<file path="src/rtl/uart_pkg.sv">
// uart_pkg: shared constants and FSM states for the UART transmit controller.
// The PARITY state exists only when UART_TX_PARITY_EN is defined.
package uart_pkg;

    typedef enum logic [2:0] {
        ST_IDLE   = 3'd0,
        ST_START  = 3'd1,
        ST_DATA   = 3'd2,
`ifdef UART_TX_PARITY_EN
        ST_PARITY = 3'd3,
`endif
        ST_STOP   = 3'd4
    } uart_state_e;

    localparam logic [31:0] UART_DATA_ADDR = 32'hFFFF_FFFC;
    localparam logic [31:0] UART_STAT_ADDR = 32'hFFFF_FFF0;

    localparam int STAT_EMPTY  = 0;
    localparam int STAT_FULL   = 1;
    localparam int STAT_BUSY   = 2;
    localparam int STAT_OVF    = 3;
    localparam int STAT_LVL_LO = 8;

    localparam int OVF_CLR_BIT = 3;

    function automatic logic even_parity(input logic [7:0] b);
        return ^b;
    endfunction

endpackage

</file>
<file path="src/rtl/uart_fifo.sv">
// uart_fifo: synchronous FIFO with occupancy count.
// A push while full is accepted only if a pop frees a slot in the same cycle.
module uart_fifo #(
    parameter int unsigned DEPTH = 8,
    parameter int unsigned WIDTH = 8
) (
    input  logic                       clk,
    input  logic                       rst,
    input  logic                       push,
    input  logic                       pop,
    input  logic [WIDTH-1:0]           wdata,
    output logic [WIDTH-1:0]           rdata,
    output logic                       full,
    output logic                       empty,
    output logic [$clog2(DEPTH):0]     level
);

    localparam int AW = $clog2(DEPTH);
    localparam int LW = AW + 1;

    logic [WIDTH-1:0] mem_q [DEPTH];
    logic [AW-1:0]    wptr_q, wptr_d;
    logic [AW-1:0]    rptr_q, rptr_d;
    logic [LW-1:0]    cnt_q, cnt_d;
    logic             push_ok;
    logic             pop_ok;

    assign empty   = (cnt_q == '0);
    assign full    = (cnt_q == LW'(DEPTH));
    assign level   = cnt_q;
    assign rdata   = mem_q[rptr_q];
    assign pop_ok  = pop && !empty;
    assign push_ok = push && (!full || pop_ok);

    // Next pointers and occupancy from the accepted push/pop pair.
    always_comb begin
        wptr_d = wptr_q;
        rptr_d = rptr_q;
        cnt_d  = cnt_q;
        if (push_ok) wptr_d = wptr_q + AW'(1);
        if (pop_ok)  rptr_d = rptr_q + AW'(1);
        unique case ({push_ok, pop_ok})
            2'b10:   cnt_d = cnt_q + LW'(1);
            2'b01:   cnt_d = cnt_q - LW'(1);
            default: cnt_d = cnt_q;
        endcase
    end

    // Pointer and count registers; reset discards queued entries.
    always_ff @(posedge clk) begin
        if (rst) begin
            wptr_q <= '0;
            rptr_q <= '0;
            cnt_q  <= '0;
        end else begin
            wptr_q <= wptr_d;
            rptr_q <= rptr_d;
            cnt_q  <= cnt_d;
        end
    end

    // Storage array needs no reset; occupancy guards its contents.
    always_ff @(posedge clk) begin
        if (push_ok) mem_q[wptr_q] <= wdata;
    end

endmodule

</file>
<file path="src/rtl/uart_tx_ctrl.sv">
// uart_tx_ctrl: memory-mapped UART transmitter with FIFO and 8N1 serializer.
// Define UART_TX_PARITY_EN to add an even-parity bit (11-bit frames).
module uart_tx_ctrl
    import uart_pkg::*;
#(
    parameter int unsigned DEPTH        = 8,
    parameter int unsigned CLKS_PER_BIT = 16,
    parameter logic [31:0] DATA_ADDR    = UART_DATA_ADDR,
    parameter logic [31:0] STAT_ADDR    = UART_STAT_ADDR
) (
    input  logic        clk,
    input  logic        rst,
    input  logic        wEn,
    input  logic [31:0] addr,
    input  logic [31:0] wData,
    output logic [31:0] rData,
    output logic        sel,
    output logic        txd,
    output logic        busy
);

    localparam int CW = $clog2(CLKS_PER_BIT);
    localparam int LW = $clog2(DEPTH) + 1;

    uart_state_e   state_q, state_d;
    logic [CW-1:0] cnt_q, cnt_d;
    logic [2:0]    bit_q, bit_d;
    logic [7:0]    sh_q, sh_d;
    logic          par_q, par_d;
    logic          ovf_q, ovf_d;

    logic          hit_data;
    logic          hit_stat;
    logic          push;
    logic          pop;
    logic          cnt_last;
    logic [7:0]    f_rdata;
    logic          f_full;
    logic          f_empty;
    logic [LW-1:0] f_level;
    logic [31:0]   stat;
    logic          unused_wdata;

    assign unused_wdata = ^{wData[31:8]};

    assign hit_data = (addr == DATA_ADDR);
    assign hit_stat = (addr == STAT_ADDR);
    assign sel      = hit_data || hit_stat;
    assign push     = wEn && hit_data;
    assign cnt_last = (cnt_q == CW'(CLKS_PER_BIT - 1));
    assign busy     = (state_q != ST_IDLE) || !f_empty;

    uart_fifo #(
        .DEPTH (DEPTH),
        .WIDTH (8)
    ) u_fifo (
        .clk   (clk),
        .rst   (rst),
        .push  (push),
        .pop   (pop),
        .wdata (wData[7:0]),
        .rdata (f_rdata),
        .full  (f_full),
        .empty (f_empty),
        .level (f_level)
    );

    // Sticky overflow: a dropped byte sets it, a control write clears it.
    always_comb begin
        ovf_d = ovf_q;
        if (wEn && hit_stat && wData[OVF_CLR_BIT]) ovf_d = 1'b0;
        if (push && f_full && !pop)                ovf_d = 1'b1;
    end

    // Status word, visible only when the status address is on the bus.
    always_comb begin
        stat                    = '0;
        stat[STAT_EMPTY]        = f_empty;
        stat[STAT_FULL]         = f_full;
        stat[STAT_BUSY]         = busy;
        stat[STAT_OVF]          = ovf_q;
        stat[STAT_LVL_LO +: 8]  = 8'(f_level);
        rData                   = hit_stat ? stat : 32'h0;
    end

    // Serializer: START, 8 data bits LSB first, optional parity, STOP.
    always_comb begin
        state_d = state_q;
        cnt_d   = cnt_q + CW'(1);
        bit_d   = bit_q;
        sh_d    = sh_q;
        par_d   = par_q;
        pop     = 1'b0;
        unique case (state_q)
            ST_IDLE: begin
                cnt_d = '0;
                if (!f_empty) begin
                    pop     = 1'b1;
                    sh_d    = f_rdata;
                    par_d   = even_parity(f_rdata);
                    state_d = ST_START;
                end
            end
            ST_START: begin
                if (cnt_last) begin
                    cnt_d   = '0;
                    bit_d   = '0;
                    state_d = ST_DATA;
                end
            end
            ST_DATA: begin
                if (cnt_last) begin
                    cnt_d = '0;
                    sh_d  = {1'b0, sh_q[7:1]};
                    if (bit_q == 3'd7) begin
`ifdef UART_TX_PARITY_EN
                        state_d = ST_PARITY;
`else
                        state_d = ST_STOP;
`endif
                    end else begin
                        bit_d = bit_q + 3'd1;
                    end
                end
            end
`ifdef UART_TX_PARITY_EN
            ST_PARITY: begin
                if (cnt_last) begin
                    cnt_d   = '0;
                    state_d = ST_STOP;
                end
            end
`endif
            ST_STOP: begin
                if (cnt_last) begin
                    cnt_d = '0;
                    if (!f_empty) begin
                        pop     = 1'b1;
                        sh_d    = f_rdata;
                        par_d   = even_parity(f_rdata);
                        state_d = ST_START;
                    end else begin
                        state_d = ST_IDLE;
                    end
                end
            end
            default: begin
                cnt_d   = '0;
                state_d = ST_IDLE;
            end
        endcase
    end

    // Line level follows the serializer state directly.
    always_comb begin
        txd = 1'b1;
        unique case (state_q)
            ST_START:  txd = 1'b0;
            ST_DATA:   txd = sh_q[0];
`ifdef UART_TX_PARITY_EN
            ST_PARITY: txd = par_q;
`endif
            default:   txd = 1'b1;
        endcase
    end

    // Serializer and overflow registers.
    always_ff @(posedge clk) begin
        if (rst) begin
            state_q <= ST_IDLE;
            cnt_q   <= '0;
            bit_q   <= '0;
            sh_q    <= '0;
            par_q   <= 1'b0;
            ovf_q   <= 1'b0;
        end else begin
            state_q <= state_d;
            cnt_q   <= cnt_d;
            bit_q   <= bit_d;
            sh_q    <= sh_d;
            par_q   <= par_d;
            ovf_q   <= ovf_d;
        end
    end

endmodule
</file>
<file path="config.mk">
export PLATFORM = sky130hd
export DESIGN_NAME = uart_tx_ctrl
export DESIGN_NICKNAME = d
export VERILOG_FILES = /design/src/rtl/uart_pkg.sv /design/src/rtl/uart_fifo.sv /design/src/rtl/uart_tx_ctrl.sv
export SDC_FILE = /design/constraint.sdc
export NUM_CORES = 1
export LEC_CHECK = 0
export CAP_MARGIN = 20
export CORE_MARGIN = 1
export CORE_UTILIZATION = 50
export DETAILED_ROUTE_END_ITERATION = 10
export PLACE_DENSITY = 0.8
export SETUP_SLACK_MARGIN = 0.15
export SYNTH_ARGS = -nofsm -noshare
export SYNTH_HDL_FRONTEND = slang
export SYNTH_SLANG_ARGS = --single-unit
</file>
<file path="constraint.sdc">
create_clock -name clk -period 4.1 [get_ports clk]
set_clock_uncertainty 0.15 [all_clocks]
set_input_delay 1.23 -clock clk [delete_from_list [all_inputs] [get_ports clk]]
set_output_delay 1.23 -clock clk [all_outputs]
set_load 0.05 [all_outputs]
</file>
[Word level (Yosys, flattened, before mapping)]
Memories as Yosys holds them, arrays and structs flattened. A register that Yosys moved wholly into a read port is not among the register bits.
Index checks and enable logic that the tools add are counted.
Word-level totals
  memories kept: 1
  latch bits: 0
  bits in registers: 29
  bits in writable memories: 64
  ROM bits: 0
  bits of input ports: 67
Operators by class
  divide/modulo/power cells: 0
  multipliers: 0
  bitwise operators: 1
  mux-type cells: 27
  reductions and logical operators: 25
  shift operators: 0
  $lt $le $gt $ge: 0
  $add $sub $neg: 6
  equal/unequal tests: 16
Memories
  u_fifo.mem_q: words 8, width 8, read ports 1, clocked after memory_dff 1, wr ports 1, line uart_fifo.sv:21  | logic [WIDTH-1:0] mem_q [DEPTH];
Operators with widths (count)
  32-bit equality test, second input constant: 2
  3-bit 2-to-1 mux: 10
  8-bit 2-to-1 mux: 3
  8-bit one-hot mux with 3 select lines: 1
  12-bit 2-to-1 mux: 1
  2-bit != test, second input constant: 6
  3-bit one-hot mux with 4 select lines: 1
  3-bit by 1-bit adder with 3-bit output, second input constant: 3
  4-bit by 1-bit adder with 4-bit output, second input constant: 2
  4-bit equality test, second input constant: 2
  4-bit one-hot mux with 2 select lines: 1
  1-bit logical AND: 7
  1-bit 2-to-1 mux: 7
  3-bit equality test, second input constant: 2
  3-bit one-hot mux with 2 select lines: 1
  2-bit nonzero test: 3
  3-bit nonzero test: 2
  3-bit OR reduction: 2
  5-bit AND reduction: 1
  4-bit logical NOT: 1
  1-bit one-hot mux with 2 select lines: 2
  4-bit AND reduction: 1
  4-bit by 1-bit subtractor with 4-bit output, second input constant: 1
  3-bit by 1-bit equality test with 1-bit output, second input constant: 1
  other kinds (8): 12

[Logic depth before layout (Yosys ltp)]
Gate-level depths: netlist of run 1.
  depth in word-level cells: 9
  depth in mapped cells: 13
  gate-level depth less buffers: 13

[Hierarchy]
A second synthesis of run 1 with hierarchy kept.
Second synthesis, totals
  cell total of the unflattened synthesis: 346
  area, all modules: 4579.4 µm²
By module, submodules not included
  uart_fifo: times used 1, area each 3203.1 µm², seq. area each 2182.1 µm², cells each 176
  uart_tx_ctrl: times used 1, area each 1376.3 µm², seq. area each 380.4 µm², cells each 170

[Worst setup path after synthesis of run 1]
No wires, ideal clock.
  path kind: in2out
  start: input addr[0]
  end: output rData[1]
  required time: 2.720 ns
  slack: -0.657 ns
  arrival time: 3.377 ns
  stages: 4
  cells stage by stage: nand4b_4 nor4_4 nand2_1 nor4_1
Between the ends
  word-level cells in the longest chain between the ends: 2
Ends and longest elaborated chain
  start: declaration: line uart_tx_ctrl.sv:14  | input logic [31:0] addr,
  32-bit equality test: line uart_tx_ctrl.sv:47  | assign hit_stat = (addr == STAT_ADDR);
  12-bit 2-to-1 mux: line uart_tx_ctrl.sv:83  | rData = hit_stat ? stat : 32'h0;
  end: declaration: line uart_tx_ctrl.sv:16  | output logic [31:0] rData,
Every way passes these cells.

[Worst setup path after layout of run 1]
  start: input addr[11]
  end: output rData[8]
Same word-level chain as after synthesis.

==> impl_metrics.toml, run 1 <==
[run]
drv_cap = 0

[logic_synthesis]
ys_warn_count = 0
synth.top_cell.area_share_pct = 42.62
synth.avg_cell_area_sq_um = 12.29
yosysSeqAreaShare_pct = 56.83
ys_ff_latch = 96
synth.distinct_cells = 53
synthCells = 367
async_reset_ff_share_pct = 0
synth_edf_count = 64
ys.flop_type = "edfxtp_1"
syn_area_sq_um = 4509
ys_top_cells_by_area = "edfxtp_1, dfxtp_1, mux2i_1, buf_4, a21oi_1"
synth_top_area_cell = "edfxtp_1"

[sta]
fin_crit_ps = 3950
whs_ps = 326.8
tns_ps = 0
tightest_slew_ps = 1031
drv_slew = 0
rsz0062_at_grt = "yes"
finalHoldViolCount = 0
setup_viol_count_final = 0
fin_crit_sh_pct = 96.34
clock.fmax_mhz = 253.2
relSlewSlack_pct = 31.18

[outcome]
status = "finished, final reports clean"

[clock_tree]
clock-root-buffer = "clkbuf_8"
path_clk_slew_ps = 100
clock_sinks = 96
cts_buffers = 9
cts_htree_levels = 3
tritoncts = "yes"
cts.path.max_buffers = 2
insertion_delay_ps = 360
ctsHoldBuffers = 0

[min_path]
hp-class = "register to register"

[pwr]
power_density_nw_per_um2 = 317.8
vdd_drop_max_v = 0.0002736
finalPower_mw = 1.741
p_leak_nw = 2.043

[placement]
io_buffer_count = 53
place.gp.congestion = 0.7783
dp_hpwl_microns = 6361

[route]
totalWireLength_microns = 9408
ant_nets = 0
viasPerCell = 5.733
drtPass1Iterations = 6
routedWlPerCell_microns = 16.95
num_vias = 3182
first_iter_violations = 189
drc = 0

[final_layout]
antenna_cells = 0
layout.nets = 517
mostFrequentLayoutCell = "edfxtp_1"
drive_gt1_share_pct = 26.40
final_cell_mix = "edfxtp_1, dfxtp_1, buf_4, nor2_1, conb_1"
area_growth_syn_to_layout_pct = 21.50

[die]
io_pins = 102
fp.dieH_microns = 96.97
core_area_sq_um = 8721
start_util_pct = 51.71
num_rows = 34
dieWidth_microns = 96.97
fp.dieArea_sq_um = 9402

[global_routing]
grt_pass1_wl_microns = 15060
grt_pass1_vias = 3139
grt-ovfl-total = 0
grtUsageTotal_pct = 20.50
grt_antenna_before_repair = 0
grt_max_degree = 29

[critical_path]
start_kind = "primary input"
crit_top_cell = "buf_6"
critPathMaxFanout = 5
critPathKind = "primary input to primary output"
crit_slowest_cell = "nor4_4"
cp_top_family = "simple AND/OR/NAND/NOR gates"
cp.required_ps = 2720
crit_chain = "buf_6 -> nand4_1 -> nor4_4 -> nand2_2 -> nor3_4 -> buf_6 -> and2_4 -> buf_12"
slowest_delay_ps = 350
cp.arrival_ps = 2570
end_kind = "primary output"
crit_buf_inv = 3
==> cells in the mapped netlist, types with 2 or more instances <==
master and n:
dfxtp_1 32, nand2b_1 5, and2_1 6, o211ai_1 2, xnor2_1 3, a211oi_1 6
edfxtp_1 64, xor2_1 6, o2111a_1 2, buf_2 11, o41ai_1 2, inv_1 7
nand3_1 3, nor3_1 7, nor2b_1 3, and4_1 2, clkbuf_1 4, buf_4 24
nand4_1 5, nand4b_4 2, nor4_1 5, and3_1 9, nand3_2 2, mux4_2 3
mux2i_1 19, or3_1 15, a21oi_1 23, o221ai_1 6, nand3b_1 3, o21ai_0 7
a32o_1 7, buf_6 2, nor2_1 25, nor4_4 3, ha_1 8, nand2_1 17
==> metal layers <==
layer / GRT usage [%] / vias up / part of all wire (%)
li1: - / 1488 / -
met5: 0 / - / 0
met3: 4.841 / 25 / 5.9
met2: 34.56 / 137 / 51
met4: 10.56 / 0 / 2.8
met1: 24.42 / 1532 / 40
==> path summary, 6_finish.rpt <==
kind              slack, ps  depth (start not counted)      from         endpoint
setup / recovery        150                          8  addr[11]         rData[8]
hold / removal          330                          1   sh_q[1]          sh_q[1]
setup reg to reg       1240                         10  cnt_q[0]  u_fifo.level[2]
hold reg to reg         330                          1   sh_q[1]          sh_q[1]
==> registers in the layout, indices dropped and copies added, names as in the netlist, named ones only <==
signal         flops
sh_q               8
u_fifo.mem_q      64
cnt_q              4
u_fifo.level       4
state_q            3
u_fifo.rptr_q      3
u_fifo.wptr_q      3
bit_q              3
ovf_q              1
==> where the power goes <==
part	internal, mW	total (mW)	leakage (nW)	switching [mW]
registers	1.03	1.03	0.833	0.00000000146
clock network	0.244	0.610	0.103	0.366
logic	0.0291	0.102	1.11	0.0734
total	1.30	1.74	2.04	0.439
==> metrics by stage <==
step	cell area, sq um	util [%]	std cells	setup WS [ps]
6_report	5479	62.83	555	150.0
3_3_place_gp	5256	60.27	528	-202.9
3_5_place_dp	5256	60.27	528	-251.3
5_1_grt	5479	62.83	555	82.27
2_1_floorplan	4634	-	390	98.00
4_1_cts	5431	62.28	554	152.9
==> cell type report <==
class / instances / area, sq um
Clock inverter: 7 / 76.32
Multi-Input combinational cell: 244 / 1804
Fill cell: 628 / 3242
Timing Repair Buffer: 83 / 747.0
Sequential cell: 96 / 2562
Inverter: 8 / 30.03
Tap cell: 108 / 135.1
Clock buffer: 9 / 123.9
==> what timing repair did <==
action | CTS | global route
pin swaps | 11 | 7
endpoints found under the setup margin | 9 | 7
buffers inserted | 10 | 1
resized for setup | 85 | 32
endpoints found under the hold margin | 0 | 0
==> cells by family after synthesis <==
logic type / count (synthesis) / synth area share [%]
buffers and inverters: 50 / 6.798
AOI/OAI and AO/OA: 62 / 10.10
muxes: 22 / 5.716
DFF: 96 / 56.83
other: 1 / 0.08316
and+or+nand+nor: 119 / 16.51
xor gates and xnor gates: 9 / 1.748
adders and majority gates: 8 / 2.220
Power figures use the tool's default switching activity.
==> inputs of run 2 (changes only) <==
Clock period 4.1 ns to 4.4 ns, I/O delays scaled along.
==> impl_metrics.toml, run 2 (synthesis gave the netlist of run 1 again) <==
[route]
viasPerCell = 5.647
ant_nets = 0
totalWireLength_microns = 9092
first_iter_violations = 177
routedWlPerCell_microns = 16.47
drtPass1Iterations = 4
drc = 0
num_vias = 3117

[clock_tree]
path_clk_slew_ps = 100
ctsHoldBuffers = 0
insertion_delay_ps = 370
cts_htree_levels = 3
cts.path.max_buffers = 2
clock_sinks = 96
clock-root-buffer = "clkbuf_8"
cts_buffers = 9
tritoncts = "yes"

[placement]
place.gp.congestion = 0.7641
dp_hpwl_microns = 6131
placed_cells = 527
dp_slack_ps = -201.6
io_buffer_count = 53

[critical_path]
cp-endpoint = "rData[1]"
cp.arrival_ps = 2720
reg2reg_to = "u_fifo.level[2]"
critPathKind = "primary input to primary output"
reg2reg_from = "cnt_q[0]"
crit_slowest_cell = "nor4_4"
critPathMaxFanout = 4
rr_worst_depth = 13
cp_top_family = "simple AND/OR/NAND/NOR gates"
end_kind = "primary output"
crit_start = "addr[14]"
cp.required_ps = 2930
crit_buf_inv = 3
crit_chain = "clkdlybuf4s15_1 -> nand4_1 -> nor4_4 -> nand2_2 -> buf_6 -> nor4_4 -> buf_12"
crit_top_cell = "nor4_4"
cp.depth = 7
r2r_slack_ps = 1510
start_kind = "primary input"
slowest_delay_ps = 320

[die]
num_rows = 34
core_area_sq_um = 8721
fp.dieH_microns = 96.97
io_pins = 102
fp.dieArea_sq_um = 9402
dieWidth_microns = 96.97
start_util_pct = 51.71

[final_layout]
antenna_cells = 0
drive_gt1_share_pct = 22.07
multi_input_area_sq_um = 1805
largest_register_ffs = 64
final_cells = 552
mostFrequentLayoutCell = "edfxtp_1"
layout.nets = 514
fillers = 660
top_regs = "u_fifo.mem_q x64, sh_q x8"
seq_area_sq_um = 2562
final_cell_mix = "edfxtp_1, dfxtp_1, buf_4, nor2_1, conb_1"
area_growth_syn_to_layout_pct = 21.64
top_register = "u_fifo.mem_q"

[sta]
tightest_slew_ps = 992.3
rsz0062_at_grt = "no"
finalHoldViolCount = 0
clock.fmax_mhz = 238.6
fin_crit_sh_pct = 95.24
relSlewSlack_pct = 33.76
drv_slew = 0
worst_slack_ps = 209.4
fin_crit_ps = 4191
setup_viol_count_final = 0
tns_ps = 0

[global_routing]
grt_max_degree = 29
grtUsageTotal_pct = 20.22
grt_pass1_wl_microns = 14880
grt_antenna_before_repair = 0
grt_pass1_vias = 3038
grt-ovfl-total = 0

[pwr]
p_leak_nw = 2.027
vdd_drop_max_v = 0.0002471
power_density_nw_per_um2 = 295.8

[run]
drv_cap = 0

[outcome]
status = "finished, final reports clean"

[min_path]
hp-class = "register to register"
[run 2: cell count changes in the layout (fill, tap and decap cells not counted), sizes merged]
cell / delta
buf: -28
clkbuf: +10
clkdlybuf4s15: +12
dlygate4sd2: +3
[run 2: layer usage]
metal	part of all wire, %	GRT usage, %	wire [microns]
met5	0	0	0
met4	1.3	5.970	121
met3	7.3	4.480	666
met2	51	34.89	4645
met1	40	25.43	3659
[run 2: how the worst min path moves through the flow]
stage | start | end | slack (ps) | cells past startpoint
finish | cnt_q[0] | cnt_q[0] | 310 | 1
global route | cnt_q[0] | cnt_q[0] | 350 | 1
CTS | sh_q[2] | sh_q[2] | 320 | 1
detailed placement | sh_q[2] | sh_q[2] | 300 | 1
global placement | cnt_q[0] | cnt_q[0] | 280 | 1
floorplan | cnt_q[0] | cnt_q[0] | 270 | 1
[run 2: per-stage QoR]
step           cell area (sq um)  util [%]  power (mW)  hold WS [ps]
3_3_place_gp                5240     60.09       1.081         282.5
3_5_place_dp                5240     60.09       1.083         300.3
6_report                    5485     62.90       1.623         312.2
5_1_grt                     5485     62.90       1.674         346.0
2_1_floorplan               4626         -       1.050         267.6
4_1_cts                     5492     62.97       1.635         322.6
[run 2: power by group]
group	total (mW)	switching, mW	internal, mW
logic	0.0952	0.0684	0.0268
clock network	0.569	0.342	0.227
registers	0.959	0.00000000135	0.959
[run 2: layout make-up]
cell class                      instances  area share, %
Clock buffer                            9          2.258
Clock inverter                          7          1.391
Inverter                                8         0.5474
Multi-Input combinational cell        244          32.92
Sequential cell                        96          46.72
Tap cell                              108          2.464
Timing Repair Buffer                   80          13.71
[run 2: repair_timing]
item | 4_1_cts | 5_1_grt
resized for setup | 49 | 39
endpoints found under the hold margin | 0 | 0
gates cloned | 0 | 0
endpoints found under the setup margin | 9 | 8
buffers inserted | 8 | 1
pin swaps | 10 | 9
[run 2: worst reg2reg max path, cell delays in order (launching register included)]
cell and delay, ps:
dfxtp_1 340, ha_1 250, nand3_2 160, nand2_1 130, a21oi_2 420, nor2_4 80, inv_2 80, ha_2 220
xor2_1 170, ha_1 160, a21oi_1 50, xor2_1 160, or3_1 310, a21oi_1 140
